<file path="config.mk">
export PLATFORM = sky130hd
export DESIGN_NAME = timer_bank
export DESIGN_NICKNAME = d
export VERILOG_FILES = /design/src/rtl/timer_bank.sv
export SDC_FILE = /design/constraint.sdc
export NUM_CORES = 1
export LEC_CHECK = 0
export ABC_AREA = 1
export CAP_MARGIN = 20
export CORE_MARGIN = 2
export CORE_UTILIZATION = 35
export CTS_CLUSTER_DIAMETER = 50
export DETAILED_ROUTE_END_ITERATION = 8
export GPL_ROUTABILITY_DRIVEN = 0
export SYNTH_ARGS = -nofsm -noshare
export SYNTH_HDL_FRONTEND = slang
export SYNTH_SLANG_ARGS = --single-unit
</file>
<file path="constraint.sdc">
create_clock -name clk -period 10.45 [get_ports clk]
set_clock_uncertainty 0.15 [all_clocks]
set_input_delay 1.045 -clock clk [delete_from_list [all_inputs] [get_ports clk]]
set_output_delay 1.045 -clock clk [all_outputs]
set_load 0.01 [all_outputs]
</file>
<file path="src/rtl/timer_bank.sv">
// Bank of CHANNELS programmable down-counting timers sharing one prescaler.
// Latency: an enable written at edge t with period P raises pending after edge t+P*PRESCALE (PRESCALE=1).
// No backpressure: writes and acks are accepted every cycle; interrupts stay pending until acked.
//
// Ports:
//   clk, reset     - rising-edge clock, asynchronous active-high reset
//   wr_en/wr_sel   - register write strobe and target channel (sel >= CHANNELS is ignored)
//   wr_cfg/wr_data - 1: control write (bit0 enable, bit1 one-shot), 0: period write
//   ack            - per-channel clear of pending and overrun
//   interruptions  - pending[i] on bit IRQ_BASE+i, all other bits 0
//   overrun        - per-channel flag: expiry while still pending
module timer_bank #(
  parameter int CHANNELS = 4,
  parameter int WIDTH    = 16,
  parameter int PRESCALE = 1,
  parameter int IRQ_BASE = 0
) (
  input  logic                clk,
  input  logic                reset,
  input  logic                wr_en,
  input  logic [2:0]          wr_sel,
  input  logic                wr_cfg,
  input  logic [WIDTH-1:0]    wr_data,
  input  logic [CHANNELS-1:0] ack,
  output logic [7:0]          interruptions,
  output logic [CHANNELS-1:0] overrun
);

  localparam int PW = (PRESCALE > 1) ? $clog2(PRESCALE) : 1;

  logic [PW-1:0]       presc_q, presc_d;
  logic                tick;

  logic [WIDTH-1:0]    period_q [CHANNELS];
  logic [WIDTH-1:0]    period_d [CHANNELS];
  logic [WIDTH-1:0]    cnt_q    [CHANNELS];
  logic [WIDTH-1:0]    cnt_d    [CHANNELS];
  logic [CHANNELS-1:0] en_q, en_d;
  logic [CHANNELS-1:0] mode_q, mode_d;     // 1 = one-shot
  logic [CHANNELS-1:0] pend_q, pend_d;
  logic [CHANNELS-1:0] ovr_q, ovr_d;
  logic [CHANNELS-1:0] expire;
  logic [CHANNELS-1:0] sel_hit;

  // Free-running prescaler; runs regardless of channel enables.
  always_comb begin
    tick    = (presc_q == PW'(PRESCALE - 1));
    presc_d = tick ? '0 : presc_q + 1'b1;
  end

  always_comb begin
    expire  = '0;
    sel_hit = '0;
    for (int i = 0; i < CHANNELS; i++) begin
      // Only a counter sitting at 1 expires, so period 0 never fires.
      expire[i]  = tick && en_q[i] && (cnt_q[i] == WIDTH'(1));
      sel_hit[i] = wr_en && (wr_sel == 3'(i));
    end
  end

  always_comb begin
    period_d = period_q;
    cnt_d    = cnt_q;
    en_d     = en_q;
    mode_d   = mode_q;
    pend_d   = pend_q;
    ovr_d    = ovr_q;
    for (int i = 0; i < CHANNELS; i++) begin
      // Counting: decrement, or reload/stop on expiry.
      if (tick && en_q[i]) begin
        if (cnt_q[i] > WIDTH'(1)) begin
          cnt_d[i] = cnt_q[i] - WIDTH'(1);
        end else if (expire[i]) begin
          if (mode_q[i]) begin
            cnt_d[i] = '0;
            en_d[i]  = 1'b0;
          end else begin
            cnt_d[i] = period_q[i];
          end
        end
      end

      // Expiry beats ack for pending; ack beats expiry for overrun.
      if (expire[i]) begin
        pend_d[i] = 1'b1;
      end else if (ack[i]) begin
        pend_d[i] = 1'b0;
      end
      if (ack[i]) begin
        ovr_d[i] = 1'b0;
      end else if (expire[i] && pend_q[i]) begin
        ovr_d[i] = 1'b1;
      end

      // Register writes override the counting result; pending is unaffected.
      if (sel_hit[i]) begin
        if (wr_cfg) begin
          en_d[i]   = wr_data[0];
          mode_d[i] = wr_data[1];
          if (wr_data[0] && (cnt_q[i] == '0)) begin
            cnt_d[i] = period_q[i];
          end
        end else begin
          period_d[i] = wr_data;
          cnt_d[i]    = wr_data;
        end
      end
    end
  end

  always_ff @(posedge clk or posedge reset) begin
    if (reset) begin
      presc_q  <= '0;
      period_q <= '{default: '0};
      cnt_q    <= '{default: '0};
      en_q     <= '0;
      mode_q   <= '0;
      pend_q   <= '0;
      ovr_q    <= '0;
    end else begin
      presc_q  <= presc_d;
      period_q <= period_d;
      cnt_q    <= cnt_d;
      en_q     <= en_d;
      mode_q   <= mode_d;
      pend_q   <= pend_d;
      ovr_q    <= ovr_d;
    end
  end

  // Outputs come straight from flops.
  always_comb begin
    interruptions = '0;
    interruptions[IRQ_BASE +: CHANNELS] = pend_q;
  end

  assign overrun = ovr_q;

endmodule

</file>
; Word-level counts from Yosys, hierarchy flattened
; Index checks and enable logic that the tools add are counted.
[word_totals]
regBits = 145
inputBits = 27
output_inout_bits = 12
wordCells = 150
[op_classes]
add_sub_neg = 5
n_lt_le_gt_ge = 4
eq_ne = 7
muxes = 69
bitwise = 2
n_reduce_logical = 41
[op_table]
columns = op, count
row1 = 16-bit 2-to-1 mux, 28
row2 = "16-bit by 1-bit equality test with 1-bit output, second input constant", 4
row3 = "16-bit by 1-bit greater-than comparator with 1-bit output, second input constant", 4
row4 = 16-bit logical NOT, 4
row5 = "16-bit by 1-bit subtractor with 16-bit output, second input constant", 4
row6 = 1-bit 2-to-1 mux, 41
row7 = 1-bit logical AND, 20
row8 = 2-bit AND reduction, 8
row9 = 2-bit nonzero test, 8
row10 = "3-bit by 2-bit equality test with 1-bit output, second input constant", 2
row11 = "3-bit by 1-bit equality test with 1-bit output, second input constant", 1
row12 = 3-bit logical NOT, 1
row13 = 1-bit inverter, 2
row14 = "1-bit adder, second input constant", 1

; Logic depth before layout (Yosys ltp)
; Gate-level depths: netlist of run 1.
[logic_depth]
word_depth = 9
mapped_depth = 14
ltp_nobuf = 14

; Worst setup path before layout of run 1
; OpenSTA, ideal clock, no wires.
[synth_path]
kind = input-to-reg
from = input port wr_sel[1]
to = register en_q[2]
setup_time_ns = 0.130
t_arrival_ns = 1.967
required_time_ns = 10.170
setup_slack_ns = 8.203
cell_stages = 8
path_buffers = 1
cell_sequence = inv_1 -> nor2_1 -> nand2_1 -> nor2_1 -> inv_1 -> buf_2 -> o211ai_1 -> o21ai_0
[synth_via]
elab_chain_len = 3
[synth_rtl]
columns = item, line_no
row1 = from (decl), 21  ; input logic [2:0] wr_sel,
row2 = 3-bit by 2-bit equality test with 1-bit output, 57  ; sel_hit[i] = wr_en && (wr_sel == 3'(i));
row3 = 1-bit logical AND, 57
row4 = 1-bit 2-to-1 mux, 96  ; if (sel_hit[i]) begin
row5 = via en_d[2], 38  ; logic [CHANNELS-1:0] en_q, en_d;
row6 = to (signal assigned), 124  ; en_q <= en_d;
row7 = to (decl), 38
; The timed path passes the listed nets, and every way through them passes these cells.
; A chain may end at the register's enable or synchronous reset.

; Final worst setup path of run 1
[layout_path]
from = input port wr_sel[1]
to = register period_q[0] (netlist bit)
[layout_via]
elab_chain_len = 3
[layout_rtl]
columns = item, line_no
row1 = 3-bit by 2-bit equality test with 1-bit output, 57
row2 = 1-bit logical AND, 57
row3 = 2-bit AND reduction (no source line), n/a
row4 = to (signal assigned), 122  ; period_q <= period_d;
row5 = to (decl), 34  ; logic [WIDTH-1:0] period_q [CHANNELS];
; No other way between the ends.

==> reports/metrics.cfg, run 1 <==
[outcome]
status=finished clean

[job]
drv_cap=0

[pwr]
internal_power_mw=1.471
seqPwrFrac_pct=36.9
swShare_pct=44.01
p_leak_nw=5.875
ir_worst_vdd_v=0.0001185
powerDensity_nw_per_um2=232.4
combPwrFrac_pct=39.4
power.share.clock_pct=23.8
total_power_mw=2.627
p_switching_mw=1.156

[route]
wl_per_cell_um=15.48
drtIter0Drc=839
viasPerCell=5.036
drc=0
drtAntennaViolNets=0
wl_um=30390
num_vias=9885
first_pass_iters=5

[global_routing]
grt_pass1_vias=9508
grt.overflow.total=0
grtUsageTotal_pct=20.63
grt_max_degree=81
antenna_found_initial=0
grt_pass1_wl_um=50140

[floorplanning]
die-area_sq_um=30360
io_pins=39
rows=62
die_h_um=174.2
fp.coreArea_sq_um=28630
die_x_um=174.2
initial_core_util_pct=35.44

[worst_setup_path]
critPathCaptureType=register
crit_fanout=26
arrival_ns=3.72
cp.required_ns=10.65
path_delay_family=simple AND/OR/NAND/NOR gates
critPathBufInv=3
worstRegToRegCells=7
cp_slowest_cell=nor2_2
critPathKind=input port to register
r2r_end=cnt_q[16]$_DFF_PP0_
start_kind=input port
ff2ff_setup_slack_ns=7.71
reg2reg_from=en_q[2]$_DFF_PP0_
critical_path.cell_chain=clkdlybuf4s50_1 -> inv_1 -> nor2_1 -> nand2_1 -> nor2_2 -> inv_1 -> nor2_1 -> o21bai_1
cp_slowest_stage_delay_ns=0.88

[synth]
synth.top_cell.area_share_pct=35.52
yosys.cell_types.count=40
synthArstFlopShare_pct=100.0
syn_avg_cell_area_sq_um=6.494
synth_seq_cells=144
synth.most_common_cell=nand2_1
syn_inst=1562
yosys-top-cells-area=dfrtp_1 36%, nand2_1 22%, nand3_1 7.5%
synth_largest_area_cell=dfrtp_1
yosysSeqAreaShare_pct=35.52
synth.top_cells.by_count=598 x nand2_1, 170 x inv_1, 151 x nand3_1
yosysWarningCount=0
ys_dominant_reg_cell=dfrtp_1
synth_enable_flop_cells=0
syn_area_sq_um=10140

[cts]
cts_resized=0
cts_buffers=17
cts_tree=yes
clkLatencyLatePin_ns=0.43
cts_sinks=144
hold_buffers=0
cts_root_buffer=clkbuf_16
clockBufferDepth=2
cts_max_level=4
clk_pin_slew_ns=0.07
cts_setup_buffers=0

[worst_hold_path]
hp-start=period_q[16]$_DFFE_PP0P_
min_path_type=register to register
holdPathEnd=cnt_q[16]$_DFF_PP0_
min_path_cells=2

[timing]
worstMarginPinSlew_ns=0.9776
fmax_mhz=284.5
grt_setup_unrepaired=no
period_share_pct=33.63
timing.final.hold_violations=0
relSlewSlack_pct=34.76
holdWs_ns=0.3454
finalSetupTns_ns=0
fin_crit_ns=3.514
setup_viol=0
slew_viol_final=0

[cells_and_area]
fin_nets=1600
multi_input_area_sq_um=5554
fin_area_sq_um=11300
drive_gt1_share_pct=7.161
nFillCells=3030
syn2layout_area_growth_pct=11.45
seq_area_sq_um=3603
fin_cells=1963

[placement]
dpl.hpwl_um=21020
port_buffers=34
dp.cells=1929
placed_area_sq_um=10690

sequential cells by signal (all words and copies together), names as in the netlist:
name and flops:
overrun 4, cnt_q 64, period_q 64, pend_q 4, mode_q 4, en_q 4
cell usage in the layout, fill, tap and decap left out, types with 5 or more instances in the layout:
| master | instances |
|---|---|
| a21oi_1 | 59 |
| a22oi_1 | 13 |
| a32oi_1 | 5 |
| clkbuf_16 | 17 |
| clkdlybuf4s50_1 | 34 |
| dfrtp_1 | 144 |
| ha_1 | 8 |
| inv_1 | 169 |
| inv_2 | 6 |
| inv_6 | 5 |
| nand2_1 | 598 |
| nand2_2 | 16 |
| nand3_1 | 151 |
| nand3_2 | 10 |
| nand4_1 | 7 |
| nor2_1 | 130 |
| nor2_2 | 17 |
| nor2_4 | 13 |
| o211ai_1 | 11 |
| o21ai_0 | 79 |
| o21ai_1 | 11 |
| o21bai_1 | 5 |
| xor2_1 | 17 |
layout make-up:
type	instances	share of cell area, %
Antenna cell	1	0.02214
Multi-Input combinational cell	1183	49.13
Timing Repair Buffer	39	3.520
Clock inverter	13	1.350
Tap cell	384	4.250
Sequential cell	144	31.88
Inverter	180	6.021
Clock buffer	19	3.830
routing by layer:
layer / vias to the layer above / wire length, um / track usage (%)
met4: 2 / 485 / 5.707
met2: 302 / 13500 / 32.31
met5: - / 80 / 2.404
met3: 37 / 1640 / 3.128
met1: 4607 / 14680 / 29.33
li1: 4937 / - / -
power groups by stage:
stage / registers (mW) / logic (mW) / clock network, mW
4_1_cts: 0.963 / 1.03 / 0.636
3_5_place_dp: 0.969 / 1.02 / 0
2_1_floorplan: 0.876 / 0.868 / 0
6_report: 0.969 / 1.03 / 0.625
3_3_place_gp: 0.972 / 1.01 / 0
5_1_grt: 0.993 / 1.21 / 0.658
through the flow:
step           util [%]  setup WS, ns
3_5_place_dp      37.34         6.512
2_1_floorplan         -         5.389
3_3_place_gp      37.34         6.545
6_report          39.49         6.936
4_1_cts           39.39         6.958
5_1_grt           39.48         6.622
tightest hold or removal path, delay by kind of cell, from the launching register on:
kind / cells / cell delay (ns)
DFF: 1 / 0.34
AOI/OAI and AO/OA: 1 / 0.06
and+or+nand+nor: 1 / 0.06
cell families (layout without fill, tap and decap cells):
family | after synthesis | count (layout) | share of synthesized area (%)
simple gates | 957 | 957 | 41.06
xor+xnor | 21 | 21 | 1.813
fa+ha+maj | 8 | 8 | 0.9868
mux | 1 | 1 | 0.09868
compound gates | 192 | 192 | 10.65
buf+inv | 238 | 251 | 9.831
flops | 144 | 144 | 35.52
other cells | 1 | 5 | 0.03697
worst max-delay path by stage:
stage                     cells past startpoint                 endpoint  startpoint
after floorplan                               1       cnt_q[0]$_DFF_PP0_       reset
after global placement                        8  period_q[0]$_DFFE_PP0P_   wr_sel[1]
after detailed placement                      8  period_q[0]$_DFFE_PP0P_   wr_sel[1]
after CTS                                     8  period_q[0]$_DFFE_PP0P_   wr_sel[1]
after global routing                          8  period_q[0]$_DFFE_PP0P_   wr_sel[1]
final                                         8  period_q[0]$_DFFE_PP0P_   wr_sel[1]
No activity file was read; power rests on OpenSTA's default activity.
==> run 2: changes to the inputs <==
Clock period 10.45 ns to 3.6 ns, I/O delays scaled along.
==> run 2 against run 1 <==
Compared with the run above: non-clock buffer count up 9; global-route usage about the same; critical path depth up 3; cell area up 0.67%; clock power rose to 2.9 times the previous value; sequential share of layout area down 0.21 points; combinational power rose to 3.0 times the previous value; critical path type is now register to register; largest power group unchanged; highest routed layer is now met4.
==> reports/metrics.cfg, run 2 (synthesis gave the netlist of run 1 again) <==
[floorplanning]
die_h_um=174.2  ; unchanged
rows=62  ; unchanged
die-area_sq_um=30360  ; unchanged
initial_core_util_pct=35.44  ; unchanged
io_pins=39  ; unchanged
die_x_um=174.2  ; unchanged
fp.coreArea_sq_um=28630  ; unchanged

[global_routing]
antenna_found_initial=0  ; unchanged
grt_pass1_wl_um=50060  ; was 50140 um
grt.overflow.total=0  ; unchanged
grt_max_degree=57  ; was 81
grt_pass1_vias=9444  ; was 9508
grtUsageTotal_pct=20.65  ; was 20.63%

[timing]
slew_viol_final=0  ; unchanged
worstMarginPinSlew_ns=0.8894  ; was 0.9776 ns
setup_viol=0  ; unchanged
grt_setup_unrepaired=no  ; unchanged
timing.final.hold_violations=0  ; unchanged
fmax_mhz=381.2
finalSetupTns_ns=0  ; unchanged
period_share_pct=72.87
fin_crit_ns=2.623
relSlewSlack_pct=40.31  ; was 34.76%
holdWs_ns=0.08080  ; was 0.3454 ns

[worst_setup_path]
crit_fanout=13  ; was 26
reg2reg_from=cnt_q[0]$_DFF_PP0_  ; was en_q[2]$_DFF_PP0_
start_kind=register  ; was input port
ff2ff_setup_slack_ns=0.98  ; was 7.71 ns
worstRegToRegCells=11  ; was 7
critPathCaptureType=register  ; unchanged
arrival_ns=2.78  ; was 3.72 ns
critPathKind=register to register  ; was input port to register
r2r_end=cnt_q[8]$_DFF_PP0_  ; was cnt_q[16]$_DFF_PP0_
cp.required_ns=3.75  ; was 10.65 ns

[pwr]
powerDensity_nw_per_um2=676.4  ; was 232.4 nW/um^2
p_switching_mw=3.397  ; was 1.156 mW
internal_power_mw=4.301  ; was 1.471 mW
seqPwrFrac_pct=36.5  ; was 36.9%
power.share.clock_pct=23.7  ; was 23.8%
swShare_pct=44.13  ; was 44.01%
combPwrFrac_pct=39.8  ; was 39.4%
p_leak_nw=5.920  ; was 5.875 nW
ir_worst_vdd_v=0.0003730  ; was 0.0001185 V

[worst_hold_path]
min_path_type=input port to async pin  ; was register to register

[cells_and_area]
fin_cells=1971  ; was 1963
reg_top3=cnt_q: 64 flops, period_q: 64 flops  ; unchanged
layout_commonest_cell=nand2_1  ; unchanged
drive_gt1_share_pct=7.750  ; was 7.161%
fin_util_pct=39.76  ; was 39.49%
fin_nets=1609  ; was 1600
final_cell_mix=598 x nand2_1, 169 x inv_1, 151 x nand3_1  ; unchanged
syn2layout_area_growth_pct=12.20  ; was 11.45%
num_antenna_cells=0  ; was 1

[cts]
clkLatencyLatePin_ns=0.43  ; about the same
clockBufferDepth=2  ; unchanged
cts_resized=0  ; unchanged
cts_root_buffer=clkbuf_16  ; unchanged
cts_setup_buffers=0  ; unchanged
cts_buffers=17  ; unchanged
cts_max_level=4  ; unchanged
hold_buffers=0  ; unchanged
clk_pin_slew_ns=0.07  ; about the same
cts_sinks=144  ; unchanged
cts_tree=yes  ; unchanged

[route]
drc=0  ; unchanged
viasPerCell=4.981  ; was 5.036
num_vias=9817  ; was 9885
drtAntennaViolNets=0  ; unchanged
drtIter0Drc=860  ; was 839
wl_per_cell_um=15.51  ; was 15.48 um
wl_um=30560  ; was 30390 um
first_pass_iters=7  ; was 5

[job]
drv_cap=0  ; unchanged

[placement]
dpl.hpwl_um=21960  ; was 21020 um
dp.cells=1939  ; was 1929
port_buffers=34  ; unchanged

[outcome]
status=finished clean  ; unchanged

[run 2: worst max-delay path by stage]
stage | startpoint | end | depth (start not counted)
floorplan | reset | cnt_q[0]$_DFF_PP0_ | 1
global placement | wr_sel[1] | cnt_q[38]$_DFF_PP0_ | 8
detailed placement | wr_sel[1] | cnt_q[38]$_DFF_PP0_ | 8
CTS | cnt_q[0]$_DFF_PP0_ | cnt_q[8]$_DFF_PP0_ | 11
global route | cnt_q[0]$_DFF_PP0_ | cnt_q[6]$_DFF_PP0_ | 11
finish | cnt_q[0]$_DFF_PP0_ | cnt_q[8]$_DFF_PP0_ | 11
[run 2: critical path, cell delays in order (launching register included)]
cell	delay [ns]
dfrtp_1	0.47
inv_1	0.16
ha_1	0.27
nand2_2	0.13
nor2_4	0.19
nand2_1	0.09
nor2_1	0.13
nand2_1	0.32
inv_2	0.33
a21oi_1	0.10
nand2_1	0.08
nand3_1	0.07
[run 2: power groups by stage]
stage / clock network (mW) / logic (mW) / registers [mW]
5_1_grt: 1.92 / 3.57 / 2.88
3_3_place_gp: 0 / 3.00 / 2.81
3_5_place_dp: 0 / 3.05 / 2.81
6_report: 1.82 / 3.07 / 2.81
2_1_floorplan: 0 / 2.52 / 2.54
4_1_cts: 1.86 / 3.07 / 2.79
[run 2: layout make-up]
class / count / area, sq um
Timing Repair Buffer: 48 / 470.5
Clock buffer: 19 / 442.9
Tap cell: 384 / 480.5
Sequential cell: 144 / 3603
Clock inverter: 13 / 150.1
Inverter: 180 / 679.4
Fill cell: 3001 / 17240
Multi-Input combinational cell: 1183 / 5554
[run 2: metrics by stage]
step	worst slack (ns)	total power, mW	cell area, sq um
floorplan	1.285	5.063	10160
global placement	0.8736	5.814	10790
detailed placement	0.7863	5.857	10790
CTS	0.9795	7.716	11380
global route	0.7028	8.379	11380
finish	0.9768	7.698	11380
[run 2: metal layers]
layer / track usage, % / wire, um / vias to the layer above
li1: - / - / 4953
met1: 28.56 / 14790 / 4557
met2: 33.35 / 13780 / 262
met3: 2.428 / 1208 / 45
met4: 7.318 / 787 / 0
met5: 0 / 0 / -
